File: config.mk
export PLATFORM = sky130hd
export DESIGN_NAME = ddram_dl_bridge
export DESIGN_NICKNAME = d
export VERILOG_FILES = /design/src/rtl/ddram_dl_bridge.sv
export SDC_FILE = /design/constraint.sdc
export NUM_CORES = 1
export LEC_CHECK = 0
export BUFFER_PORTS_ARGS = -buffer_cell sky130_fd_sc_hd__buf_2
export CORE_MARGIN = 2
export CORE_UTILIZATION = 53
export DETAILED_ROUTE_END_ITERATION = 6
export PLACE_DENSITY = 0.77
export REMOVE_ABC_BUFFERS = 1
export SLEW_MARGIN = 20
export SYNTH_ARGS = -nofsm -noshare
export SYNTH_HDL_FRONTEND = slang
export SYNTH_SLANG_ARGS = --single-unit
File: constraint.sdc
create_clock -name DDRAM_CLK -period 5.65 [get_ports DDRAM_CLK]
set_input_delay 1.13 -clock DDRAM_CLK [delete_from_list [all_inputs] [get_ports DDRAM_CLK]]
set_output_delay 1.13 -clock DDRAM_CLK [all_outputs]
set_load 0.02 [all_outputs]
File: src/rtl/ddram_dl_bridge.sv
// Download-to-DDR byte-port bridge: buffers HPS ioctl bytes in a small FIFO, replays them as
// edge-triggered writes, and arbitrates a single-byte core read port behind the writes.
module ddram_dl_bridge #(
    parameter int unsigned FIFO_AW   = 3,
    parameter logic [27:0] BASE_ADDR = 28'h0
) (
    input  logic        DDRAM_CLK,
    input  logic        reset_n,
    input  logic        ioctl_download,
    input  logic        ioctl_wr,
    input  logic [24:0] ioctl_addr,
    input  logic [7:0]  ioctl_dout,
    output logic        ioctl_wait,
    input  logic        rd_req,
    input  logic [24:0] rd_addr,
    output logic        rd_busy,
    output logic        rd_valid,
    output logic [7:0]  rd_data,
    output logic        load_done,
    output logic [24:0] load_size,
    output logic        overflow,
    output logic [27:0] mem_addr,
    output logic [7:0]  mem_din,
    output logic        mem_we,
    output logic        mem_rd,
    input  logic [7:0]  mem_dout,
    input  logic        mem_ready
);
    localparam int unsigned DEPTH = 1 << FIFO_AW;
    localparam logic [FIFO_AW:0] FULL_LVL = (FIFO_AW+1)'(DEPTH);
    localparam logic [FIFO_AW:0] WAIT_LVL = (FIFO_AW+1)'(DEPTH - 2);

    typedef enum logic [1:0] {IDLE, STROBE, ACKWAIT} state_t;
    state_t state, state_nx;

    logic [24:0]        fifo_addr [DEPTH];
    logic [7:0]         fifo_data [DEPTH];
    logic [FIFO_AW-1:0] wr_ptr, rd_ptr;
    logic [FIFO_AW:0]   count, count_nx;
    logic               fifo_full, fifo_empty, push, pop;
    logic               issue_wr, issue_rd, rd_done, op_rd;
    logic [24:0]        rd_addr_q;
    logic               dl_q, dl_rise, armed;
    logic [24:0]        size_base, addr_p1;

    assign fifo_full  = (count == FULL_LVL);
    assign fifo_empty = (count == '0);
    assign push       = ioctl_wr && !fifo_full;
    assign dl_rise    = ioctl_download && !dl_q;
    assign addr_p1    = ioctl_addr + 25'd1;
    assign size_base  = dl_rise ? '0 : load_size;

    // Strobes are decoded from state so a reset drops them on the very next cycle
    assign mem_we = (state == STROBE) && !op_rd;
    assign mem_rd = (state == STROBE) && op_rd;

    always_ff @(posedge DDRAM_CLK) begin
        if (!reset_n) state <= IDLE;
        else          state <= state_nx;
    end

    always_comb begin
        state_nx = state;
        issue_wr = 1'b0;
        issue_rd = 1'b0;
        pop      = 1'b0;
        rd_done  = 1'b0;
        case (state)
            IDLE: begin
                if (!fifo_empty) begin
                    issue_wr = 1'b1;
                    state_nx = STROBE;
                end else if (rd_busy) begin
                    issue_rd = 1'b1;
                    state_nx = STROBE;
                end
            end
            STROBE: begin
                if (!mem_ready) state_nx = ACKWAIT;
            end
            ACKWAIT: begin
                if (mem_ready) begin
                    state_nx = IDLE;
                    if (op_rd) rd_done = 1'b1;
                    else       pop     = 1'b1;
                end
            end
            default: state_nx = IDLE;
        endcase
    end

    always_comb begin
        count_nx = count;
        case ({push, pop})
            2'b10:   count_nx = count + 1'b1;
            2'b01:   count_nx = count - 1'b1;
            default: count_nx = count;
        endcase
    end

    always_ff @(posedge DDRAM_CLK) begin
        if (push) begin
            fifo_addr[wr_ptr] <= ioctl_addr;
            fifo_data[wr_ptr] <= ioctl_dout;
        end
    end

    always_ff @(posedge DDRAM_CLK) begin
        if (!reset_n) begin
            wr_ptr     <= '0;
            rd_ptr     <= '0;
            count      <= '0;
            ioctl_wait <= 1'b0;
            op_rd      <= 1'b0;
            mem_addr   <= '0;
            mem_din    <= '0;
            rd_busy    <= 1'b0;
            rd_addr_q  <= '0;
            rd_valid   <= 1'b0;
            rd_data    <= '0;
            dl_q       <= 1'b0;
            armed      <= 1'b0;
            load_done  <= 1'b0;
            load_size  <= '0;
            overflow   <= 1'b0;
        end else begin
            if (push) wr_ptr <= wr_ptr + 1'b1;
            if (pop)  rd_ptr <= rd_ptr + 1'b1;
            count      <= count_nx;
            ioctl_wait <= (count_nx >= WAIT_LVL);

            if (issue_wr) begin
                op_rd    <= 1'b0;
                mem_addr <= BASE_ADDR + {3'b0, fifo_addr[rd_ptr]};
                mem_din  <= fifo_data[rd_ptr];
            end else if (issue_rd) begin
                op_rd    <= 1'b1;
                mem_addr <= BASE_ADDR + {3'b0, rd_addr_q};
            end

            // rd_busy covers both the pending and the in-flight read
            rd_valid <= rd_done;
            if (rd_done) begin
                rd_data <= mem_dout;
                rd_busy <= 1'b0;
            end else if (rd_req && !rd_busy) begin
                rd_busy   <= 1'b1;
                rd_addr_q <= rd_addr;
            end

            dl_q <= ioctl_download;
            if (dl_rise) begin
                load_done <= 1'b0;
                armed     <= 1'b1;
            end else if (armed && !ioctl_download && fifo_empty && state == IDLE) begin
                load_done <= 1'b1;
                armed     <= 1'b0;
            end

            if (push && addr_p1 > size_base) load_size <= addr_p1;
            else                             load_size <= size_base;
            overflow <= (overflow && !dl_rise) || (ioctl_wr && fifo_full);
        end
    end
endmodule

[Word level (Yosys, flattened, before mapping)]
Memories as Yosys holds them, arrays and structs flattened. A register that Yosys moved wholly into a read port is not among the register bits.
Cells that the tools add are included.
Storage, ports and cells
  register bits after elaboration: 103
  memory bits (read-only): 0
  bits of input ports: 72
  memories kept: 2
  RAM bits: 264
  bits in latches: 0
  output and inout port bits: 76
  logic and storage cells: 90
Memory list
  fifo_addr: depth 8, bits a word 25, rd ports 1, clocked after memory_dff 1, wr ports 1, RTL line 36  | logic [24:0] fifo_addr [DEPTH];
  fifo_data: depth 8, bits a word 8, rd ports 1, clocked after memory_dff 1, wr ports 1, RTL line 37  | logic [7:0] fifo_data [DEPTH];
Cells by class
  shift-type cells: 0
  eq/ne operators: 8
  multiplexer cells: 27
  $lt $le $gt $ge: 2
  div/mod/pow operators: 0
  reductions and logical operators: 28
  multipliers: 0
  bitwise gates (word level): 2
  $add $sub $neg: 5
Operator list (count)
  two-way mux 25 bit: 4
  adder 25 x 1 -> 25 bit, second input constant: 1
  > comparator 25 bit: 1
  two-way mux 1 bit: 15
  logical AND 1 bit: 11
  two-way mux 2 bit: 4
  case mux 4 bit (2 select lines): 1
  zero test 1 bit: 7
  adder 3 x 1 -> 3 bit, second input constant: 2
  two-way mux 3 bit: 2
  case mux 2 bit (3 select lines): 1
  OR reduction 2 bit: 3
  adder 4 x 1 -> 4 bit, second input constant: 1
  == test 2 x 1 -> 1 bit, second input constant: 2
  == test 2 bit, second input constant: 2
  == test 4 bit, second input constant: 1
  greater-or-equal comparator 4 x 3 -> 1 bit, second input constant: 1
  zero test 4 bit: 1
  inequality test 2 bit, second input constant: 2
  nonzero test 2 bit: 2
  subtractor 4 x 1 -> 4 bit, second input constant: 1
  inequality test 3 bit, second input constant: 1
  AND reduction 3 bit: 1
  zero test 2 bit: 1
  other kinds (3): 4

[Longest topological paths before layout]
Gate-level depths: netlist of run 1.
  depth in word-level cells: 6
  depth in mapped cells: 13
  gate-level depth less buffers: 12

[Worst setup path before layout of run 1]
No wires, ideal clock.
  path type: input-to-reg
  from: input port ioctl_wr
  to: memory fifo_addr[1][0] (enable)
  setup time: 0.518 ns
  slack: 0.078 ns
  data arrival time: 5.054 ns
  path buffers: 1
  required time: 5.132 ns
  stages on the path: 4
  cell sequence: and2_1 clkbuf_1 inv_1 nor4b_1
Between the ends
  word-level cells in the longest chain between the ends: 3
Ends and longest elaborated chain
  from (decl): RTL line 10  | input logic ioctl_wr,
  logical AND 1 bit: RTL line 48  | assign push = ioctl_wr && !fifo_full;
  two-way mux 1 bit: RTL line 102  | if (push) begin
  two-way mux 1 bit (not written as such): RTL line 103  | fifo_addr[wr_ptr] <= ioctl_addr;
  to (decl): RTL line 36
Every way passes these cells.

[Worst setup path after layout of run 1]
  from: input port ioctl_addr[10]
  to: register load_size[0]
Between the ends
  word-level cells in the longest chain between the ends: 4
Ends and longest elaborated chain
  from (decl): RTL line 11  | input logic [24:0] ioctl_addr,
  adder 25 x 1 -> 25 bit: RTL line 50  | assign addr_p1 = ioctl_addr + 25'd1;
  > comparator 25 bit: RTL line 160  | if (push && addr_p1 > size_base) load_size <= addr_p1;
  logical AND 1 bit: RTL line 160
  two-way mux 25 bit: RTL line 160
  to (signal assigned): RTL line 160
  to (signal assigned): RTL line 161  | else load_size <= size_base;
  to (decl): RTL line 20  | output logic [24:0] load_size,
Every way passes these cells.
A chain may end at the register's enable or synchronous reset.

==> results of run 1 <==
-- cell type report --
| cell class | instances | area (um^2) |
|---|---|---|
| multi-input cells | 630 | 5180 |
| clock inverters | 21 | 251 |
| well taps | 384 | 480 |
| repair buffers | 166 | 913 |
| fillers | 2137 | 10700 |
| flip-flops and latches | 378 | 10200 |
| clock buffers | 53 | 1110 |
| inverters | 7 | 26.3 |
-- synthesized netlist by cell type, drive strengths merged, types with 30 or more instances --
master / count / area [um^2]
edfxtp: 264 / 7930
nand2: 147 / 552
dfxtp: 114 / 2280
mux4: 66 / 1490
mux2i: 59 / 591
clkbuf: 48 / 181
nor2: 42 / 158
a21oi: 40 / 211
nand3: 39 / 195
a21boi: 36 / 270
ha: 31 / 388
nor2b: 30 / 188
-- state kept, by name, summed over array words and instances (netlist names), 2 cells and up, named ones only --
register and count:
mem_addr 25, rd_addr_q 25, rd_ptr 3, state 2
wr_ptr 3, load_size 25, rd_data 8, fifo_addr 200
count 4, mem_din 8, fifo_data 64
-- kinds of logic (layout without fill, tap and decap cells) --
family,count (synthesis),count (layout),synth area share [%]
compound gates,124,124,5.45
xor+xnor,32,32,1.79
fa+ha+maj,32,32,2.61
buf+inv,74,247,2.23
flops,378,378,65.2
mux,125,125,13.3
other cells,1,3,0.0240
simple gates,314,314,9.42
-- metal layers --
layer,wire [um],vias up
met4,605,0
li1,-,4354
met3,1940,44
met1,14500,4689
met2,16400,297
met5,0,-
-- report_power, final --
part	internal, uW	switching [uW]	total [uW]
sequential	3080	62.6	3140
clock	1580	1060	2640
combinational	239	416	656
-- critical path: stages --
cell	delay, ns
buf_2	0.23
nand4_1	0.25
nor4_2	0.55
nand4_1	0.19
xnor2_1	0.18
ha_1	0.32
nand4_1	0.17
nor4_2	0.38
o311ai_0	0.29
a21oi_4	0.41
buf_4	0.39
mux2i_1	0.21
-- worst max path at each step --
| stage | startpoint | endpoint | slack (ns) | cells after the start |
|---|---|---|---|---|
| 2_1_floorplan | ioctl_wr | fifo_addr[1][0] | 0.19 | 3 |
| 3_3_place_gp | ioctl_addr[10] | load_size[13] | 1.01 | 12 |
| 3_5_place_dp | ioctl_addr[12] | load_size[11] | 0.86 | 12 |
| 4_1_cts | ioctl_addr[12] | load_size[0] | 1.41 | 12 |
| 5_1_grt | ioctl_addr[12] | load_size[2] | 1.04 | 12 |
| 6_report | ioctl_addr[10] | load_size[0] | 1.38 | 12 |
-- stage by stage --
step                cell area (um^2)  instances  power [uW]  setup WS (ns)  hold WS, ns
floorplan                      15300       1015        3600          0.186        0.444
global placement               16800       1564        3830           1.01        0.449
detailed placement             16800       1564        3850          0.864        0.459
CTS                            18200       1638        6500           1.41        0.467
global route                   18200       1639        6680           1.04        0.487
finish                         18200       1639        6440           1.38        0.468
==> results_dict.tcl, run 1 <==
set metrics [dict create \
    tns_ns 0 \
    skew_ns 0.0232 \
    use_met2_pct 36.1 \
    hold_path_class "flip-flop to flip-flop" \
    rr_endpoint "load_size[0]" \
    drcViolationCount 0 \
    grt_pass1_wl_mm 52.4 \
    drive_above_1_share_pct 25.1 \
    grt_setup_unrepaired "no" \
    arrival_ns 4.72 \
    synth-main-ff-cell "edfxtp_1" \
    fin_crit_sh_pct 75.6 \
    vias 9384 \
    yosys_warnings 0 \
    ant_nets 0 \
    clk_latency_ns 0.54 \
    die_x_um 176 \
    post-dp-hpwl_mm 20.8 \
    clk_pin_slew_worst_paths_ns 0.06 \
    start_util_pct 54.3 \
    whs_path_depth 2 \
    setup-violations-final 0 \
    num_rows 62 \
    hold_buffers 0 \
    cts_made_buffers 40 \
    fp.dieArea_um2 30900 \
    synthToLayoutAreaGrowth_pct 16.1 \
    min_to "rd_addr_q[22]" \
    yosys.cell_types.count 48 \
    synth.avg_cell_area_um2 14.5 \
    grt_use_met3_pct 3.40 \
    final_core_util_pct 63.0 \
    finalMaxSlewViolations 0 \
    cp_max_fo 18 \
    grt-busiest-layer "met2" \
    synth_area_um2 15700 \
    routabilityCongestion 0.859 \
    leakagePower_uw 0.00638 \
    grt-ovfl-total 0 \
    hold_viol 0 \
    clock.fmax_ghz 0.234 \
    seq_area_frac_synth_pct 65.2 \
    grt_usage_pct 22.1 \
    finalNetCount 1327 \
    die_y_um 176 \
    diodes 0 \
    clock_sinks 378 \
    cp-start-kind "primary input" \
    endpoint_kind "flip-flop" \
    cts_resized 0 \
    post_cts_buffers 0 \
    clk_path_buf_depth 3 \
    cp_data_required_time_ns 6.10 \
    slew-limit-headroom_pct 29.5 \
    synth.ff_latch_count 378 \
    io_buffer_count 144 \
    cts-root-buf "clkbuf_16" \
    use_met1_pct 31.3 \
    cts_tree "yes" \
    final_cell_mix "edfxtp_1, nand2_1, buf_2" \
    reg2reg_depth 10 \
    core_region_area_um2 28900 \
    wirelength_mm 33.5 \
    worstSetupPathType "primary input to flip-flop" \
    grt_pass1_vias 9207 \
    r2r-start "dl_q" \
    ir_drop_mv 0.297 \
    first_pass_iters 5 \
    ff2ff_setup_slack_ns 2.18 \
    async_reset_ff_share_pct 0 \
    drt_iter0_markers 707 \
    cap_viol_max_count 0 \
    grt_max_degree 88 \
    h-tree-depth 2 \
    min_period_ns 4.27 \
    antenna_found_initial 1 \
    worstHoldStart "rd_addr_q[22]" \
    status "finished, final reports clean" \
    max_slew.worst_pin.slew_ns 1.06 \
    final_common_cell "edfxtp_1" \
    synthCells 1080 \
    io_pins 148 \
    synth_edf_count 264 \
    wire_per_inst_um 20.4 \
    vias_per_cell 5.73 \
    power_density_nw_per_um2 354 \
]
Power figures use the tool's default switching activity.
==> run 2, diff against run 1 <==
- clock period: 5.65 -> 3.91 ns (I/O delays scaled with it)
==> run 2 against run 1 <==
- critical path depth rose by 1
- power up 43%
- non-clock buffer count rose by 30
- final area is 1.0% higher
- sequential power increased by 45%
- sequential share of layout area fell by 0.58 points
- setup slack lost 0.77 ns
- die area did not move
- final cell count rose by 1.8%
- critical endpoint is now load_size[21]
- largest power group unchanged
==> results_dict.tcl, run 2 (same netlist as run 1, synthesis figures left out) <==
set metrics [dict create \
    status "finished, final reports clean" \
    finalMaxSlewViolations 0 \
    hold_buffers 0 \
    cp-start-kind "primary input" \
    cp_data_required_time_ns 4.36 \
    switching_share_pct 23.8 \
    setup-violations-final 0 \
    grt_setup_unrepaired "no" \
    cts-root-buf "clkbuf_16" \
    clk_pin_slew_worst_paths_ns 0.06 \
    final_cells 1668 \
    min_period_ns 3.30 \
    top_register "fifo_addr" \
    drt_iter0_markers 721 \
    worstSetupPathType "primary input to flip-flop" \
    clock_power_share_pct 39.9 \
    fin_crit_sh_pct 84.4 \
    ant_nets 0 \
    finalNetCount 1357 \
    reg_top3 "fifo_addr: 200 flops, fifo_data: 64 flops" \
    die_y_um 176 \
    placed_area_um2 17100 \
    final_core_util_pct 63.6 \
    crit_chain "buf_2 -> nand4_1 -> nor4_2 -> buf_4 -> nand4_1 -> xnor2_1 -> ha_1 -> nand4_1 -> nor4_2 -> o311ai_0 -> a21oi_4 -> buf_12 -> mux2i_1" \
    num_rows 62 \
    sequentialPowerShare_pct 49.4 \
    crit_family "simple AND/OR/NAND/NOR gates" \
    io_buffer_count 144 \
    post_cts_buffers 0 \
    vias 9444 \
    die_x_um 176 \
    cap_viol_max_count 0 \
    core_region_area_um2 28900 \
    wire_per_inst_um 20.1 \
    clk_latency_ns 0.53 \
    io_pins 148 \
    p_comb_share_pct 10.7 \
    finalHoldWorstSlack_ns 0.463 \
    max_slew.worst_pin.slew_ns 1.01 \
    endpoint_kind "flip-flop" \
    leakagePower_uw 0.00650 \
    crit_buf_inv 3 \
    setup_slack_ns 0.609 \
    grt-ovfl-total 0 \
    fp.dieArea_um2 30900 \
    drcViolationCount 0 \
    grt_usage_pct 21.9 \
    post-dp-hpwl_mm 21.7 \
    ir_drop_mv 0.383 \
    cts_resized 0 \
    finalInstanceArea_um2 18400 \
    hold_path_class "flip-flop to flip-flop" \
    slowest_stage "nor4_2" \
    power_density_nw_per_um2 501 \
    first_pass_iters 5 \
    crit_path_frequent_cell "nand4_1" \
    final_cell_mix "edfxtp_1, nand2_1, buf_2" \
    hold_viol 0 \
    final_common_cell "edfxtp_1" \
    h-tree-depth 2 \
    clk_path_buf_depth 3 \
    antenna_found_initial 1 \
    grt_pass1_wl_mm 51.6 \
    p_int_uw 7020 \
    netSwitchingPower_uw 2190 \
    start_util_pct 54.3 \
    drive_above_1_share_pct 26.4 \
    synthToLayoutAreaGrowth_pct 17.3 \
    clock.fmax_ghz 0.303 \
    largest_reg_flops 200 \
    grt_max_degree 103 \
    grt_pass1_vias 9299 \
    routabilityCongestion 0.833 \
    cp_max_fo 20 \
    vias_per_cell 5.66 \
    placed_cells 1595 \
    cts_made_buffers 40 \
    arrival_ns 3.75 \
    clock_sinks 378 \
    dp_worst_setup_slack_ns 0.0542 \
    critPathMaxStageDelay_ns 0.37 \
    cts_tree "yes" \
    slew-limit-headroom_pct 32.8 \
    skew_ns 0.0182 \
    wirelength_mm 33.5 \
]
run 2: power groups by stage:
stage	combinational, uW	clock, uW	sequential, uW
after detailed placement	984	0	4630
after global placement	961	0	4620
after floorplan	488	0	4710
after CTS	988	3750	4550
final	982	3670	4550
after global routing	1080	3920	4560
run 2: routing by layer:
layer	share of wire (%)	global-route usage [%]	wire length, um	vias up
met5	0	0	0	-
met2	48	35.6	16100	304
li1	-	-	-	4395
met3	6.0	3.51	2000	54
met1	43	30.2	14500	4691
met4	2.8	7.47	934	0
run 2: final cells by class:
cell class | count | area (um^2)
Sequential cell | 378 | 10200
Timing Repair Buffer | 196 | 1180
Clock inverter | 18 | 195
Antenna cell | 1 | 2.50
Multi-Input combinational cell | 630 | 5170
Clock buffer | 54 | 1100
Tap cell | 384 | 480
Inverter | 7 | 26.3
Fill cell | 2085 | 10500
run 2: worst register-to-register path: cells and delay by family, from the launching register on:
| family | cells | cell delay [ns] |
|---|---|---|
| flip-flops | 1 | 0.30 |
| AND/OR/NAND/NOR | 3 | 0.59 |
| AO/OA/AOI/OAI | 4 | 0.76 |
| multiplexers | 1 | 0.21 |
| buffers and inverters | 3 | 0.68 |
| adder cells (fa/ha/maj) | 1 | 0.29 |
run 2: stage by stage:
stage	total power [uW]	TNS, ns
finish	9200	0
global route	9560	0
global placement	5580	0
detailed placement	5610	0
CTS	9280	0
floorplan	5200	-80.56
run 2: path summary, 6_finish.rpt:
check,depth (start not counted),slack [ns],to,from
worst max register to register,12,1.01,load_size[21],dl_q
worst min register to register,2,0.46,rd_data[2],rd_data[2]
worst max-delay path,13,0.61,load_size[21],ioctl_addr[11]
worst min-delay path,2,0.46,rd_data[2],rd_data[2]
==> run 3, diff against run 2 <==
- clock period: 3.91 -> 2.66 ns (I/O delays scaled with it)
==> run 3 against run 2 <==
- clock skew about the same
- largest cell class unchanged
- via count increased by 6.9%
- combinational power up 69%
- first-iteration DRC count increased by 8.9%
- critical path type unchanged
- count of clock-buffer cells in the layout decreased by 2
- power is 45% higher
- final cell count rose by 4.6%
- highest routed layer unchanged
- sequential power increased by 47%
- the flow now finishes with violations (negative setup slack)
- wire length up 12%
- hold slack lost 0.21 ns
- critical path depth grew 4
- die area unchanged
==> results_dict.tcl, run 3 (same netlist as run 1, synthesis figures left out) <==
set metrics [dict create \
    r2r-start "dl_q" \
    use_met1_pct 32.1 \
    io_pins 148 \
    clock_sinks 378 \
    power_density_nw_per_um2 697 \
    drcViolationCount 0 \
    leakagePower_uw 0.00695 \
    finalNetCount 1434 \
    switching_share_pct 24.8 \
    post-dp-hpwl_mm 23.7 \
    wire_per_inst_um 21.6 \
    clock.fmax_ghz 0.333 \
    die_x_um 176 \
    status "finished with violations" \
    finalMaxSlewViolations 0 \
    fin_crit_sh_pct 113 \
    reg_top3 "fifo_addr: 200 flops, fifo_data: 64 flops" \
    p_int_uw 10100 \
    start_util_pct 54.3 \
    ir_drop_mv 0.391 \
    cts_made_buffers 39 \
    hold_buffers 0 \
    cp_data_required_time_ns 3.11 \
    hold_viol 0 \
    synthToLayoutAreaGrowth_pct 22.5 \
    netSwitchingPower_uw 3310 \
    h-tree-depth 2 \
    grt-ovfl-total 0 \
    endpoint_kind "flip-flop" \
    cts_tree "yes" \
    grt_max_degree 61 \
    clk_pin_slew_worst_paths_ns 0.06 \
    die_y_um 176 \
    arrival_ns 3.45 \
    num_rows 62 \
    tns_ns -6.74 \
    min_to "state[1]" \
    max_slew.worst_pin.slew_ns 0.697 \
    sequentialPowerShare_pct 49.9 \
    grt-busiest-layer "met2" \
    grt_setup_unrepaired "yes" \
    dp_worst_setup_slack_ns -0.889 \
    skew_ns 0.0180 \
    ant_nets 0 \
    largest_reg_flops 200 \
    final_common_cell "edfxtp_1" \
    whs_path_depth 2 \
    drive_above_1_share_pct 32.1 \
    diodes 0 \
    grt_usage_pct 24.4 \
    grt_use_met3_pct 4.00 \
    cap_viol_max_count 0 \
    min_period_ns 3.00 \
    antenna_found_initial 0 \
    drt_iter0_markers 785 \
    hold_path_class "primary input to flip-flop" \
    fp.dieArea_um2 30900 \
    top_register "fifo_addr" \
    worstSetupPathType "primary input to flip-flop" \
    routabilityCongestion 0.859 \
    cp_max_fo 6 \
    cp-start-kind "primary input" \
    clk_latency_ns 0.53 \
    setup_slack_ns -0.342 \
    grt_pass1_wl_mm 57.2 \
    n_fill_cell 1970 \
    reg2reg_depth 13 \
    rr_endpoint "load_size[13]" \
    fin_total_pwr_uw 13400 \
    first_pass_iters 7 \
    clock_power_share_pct 37.6 \
    final_cell_mix "edfxtp_1, nand2_1, buf_2" \
    core_region_area_um2 28900 \
    cts-root-buf "clkbuf_16" \
    use_met2_pct 41.5 \
    slew-limit-headroom_pct 53.5 \
    ff2ff_setup_slack_ns -0.13 \
    vias_per_cell 5.79 \
    setup-violations-final 25 \
    final_core_util_pct 66.5 \
    clk_path_buf_depth 3 \
    grt_pass1_vias 10200 \
    finalHoldWorstSlack_ns 0.251 \
    vias 10100 \
    p_comb_share_pct 12.4 \
    io_buffer_count 144 \
    wirelength_mm 37.6 \
    worstHoldStart "mem_ready" \
    violations "negative setup slack" \
]
## run 3: layer usage
metal / wire, um / vias to the layer above
met1: 15100 / 5006
met2: 18700 / 456
li1: - / 4551
met4: 1090 / 0
met3: 2630 / 80
met5: 0 / -
## run 3: how the worst max path moves through the flow
stage	startpoint	to	slack (ns)	depth (start not counted)
after detailed placement	ioctl_addr[10]	load_size[1]	-0.89	15
after CTS	ioctl_addr[7]	load_size[4]	-0.27	17
after global placement	ioctl_addr[10]	load_size[7]	-0.74	15
final	ioctl_addr[6]	load_size[13]	-0.34	17
after global routing	ioctl_addr[6]	load_size[13]	-0.42	16
after floorplan	ioctl_wr	fifo_addr[1][0]	-2.21	3
## run 3: area by class of cell
class                      count  area, um^2  share of cell area (%)
clock inverter                19         114                   0.594
sequential                   378       10200                    53.3
clock buffer                  52        1070                    5.56
tap                          384         480                    2.51
multi-input combinational    630        5340                    27.8
timing repair buffer         274        1940                    10.1
inverter                       7        26.3                   0.137
## run 3: power by group through the flow
stage	clock network [uW]	logic, uW	registers, uW
after floorplan	0	717	6920
after global placement	0	1530	6780
after detailed placement	0	1570	6790
after CTS	5080	1670	6670
after global routing	5340	1790	6690
final	5030	1660	6670
## run 3: stage by stage
stage / area (um^2) / std cells
finish: 19200 / 1744
global route: 19200 / 1744
CTS: 19200 / 1743
floorplan: 15300 / 1015
global placement: 17600 / 1655
detailed placement: 17600 / 1655
## run 3: worst max-delay path, stage by stage
cell and delay (ns):
buf_8 0.08, nand3_2 0.07, buf_6 0.14, buf_4 0.14
nor4_4 0.34, nand3_2 0.14, xnor2_2 0.18, ha_1 0.34
nand3_2 0.12, nor4_4 0.29, buf_4 0.16, a22oi_2 0.04
o211a_1 0.16, a21oi_4 0.19, buf_12 0.15, buf_12 0.13
mux2i_4 0.23
## run 3: what timing repair did
action	in CTS	in global routing
pin swaps	25	18
resized for setup	42	14
cloned	3	0
endpoints found under the setup margin	25	26
buffers inserted	14	5
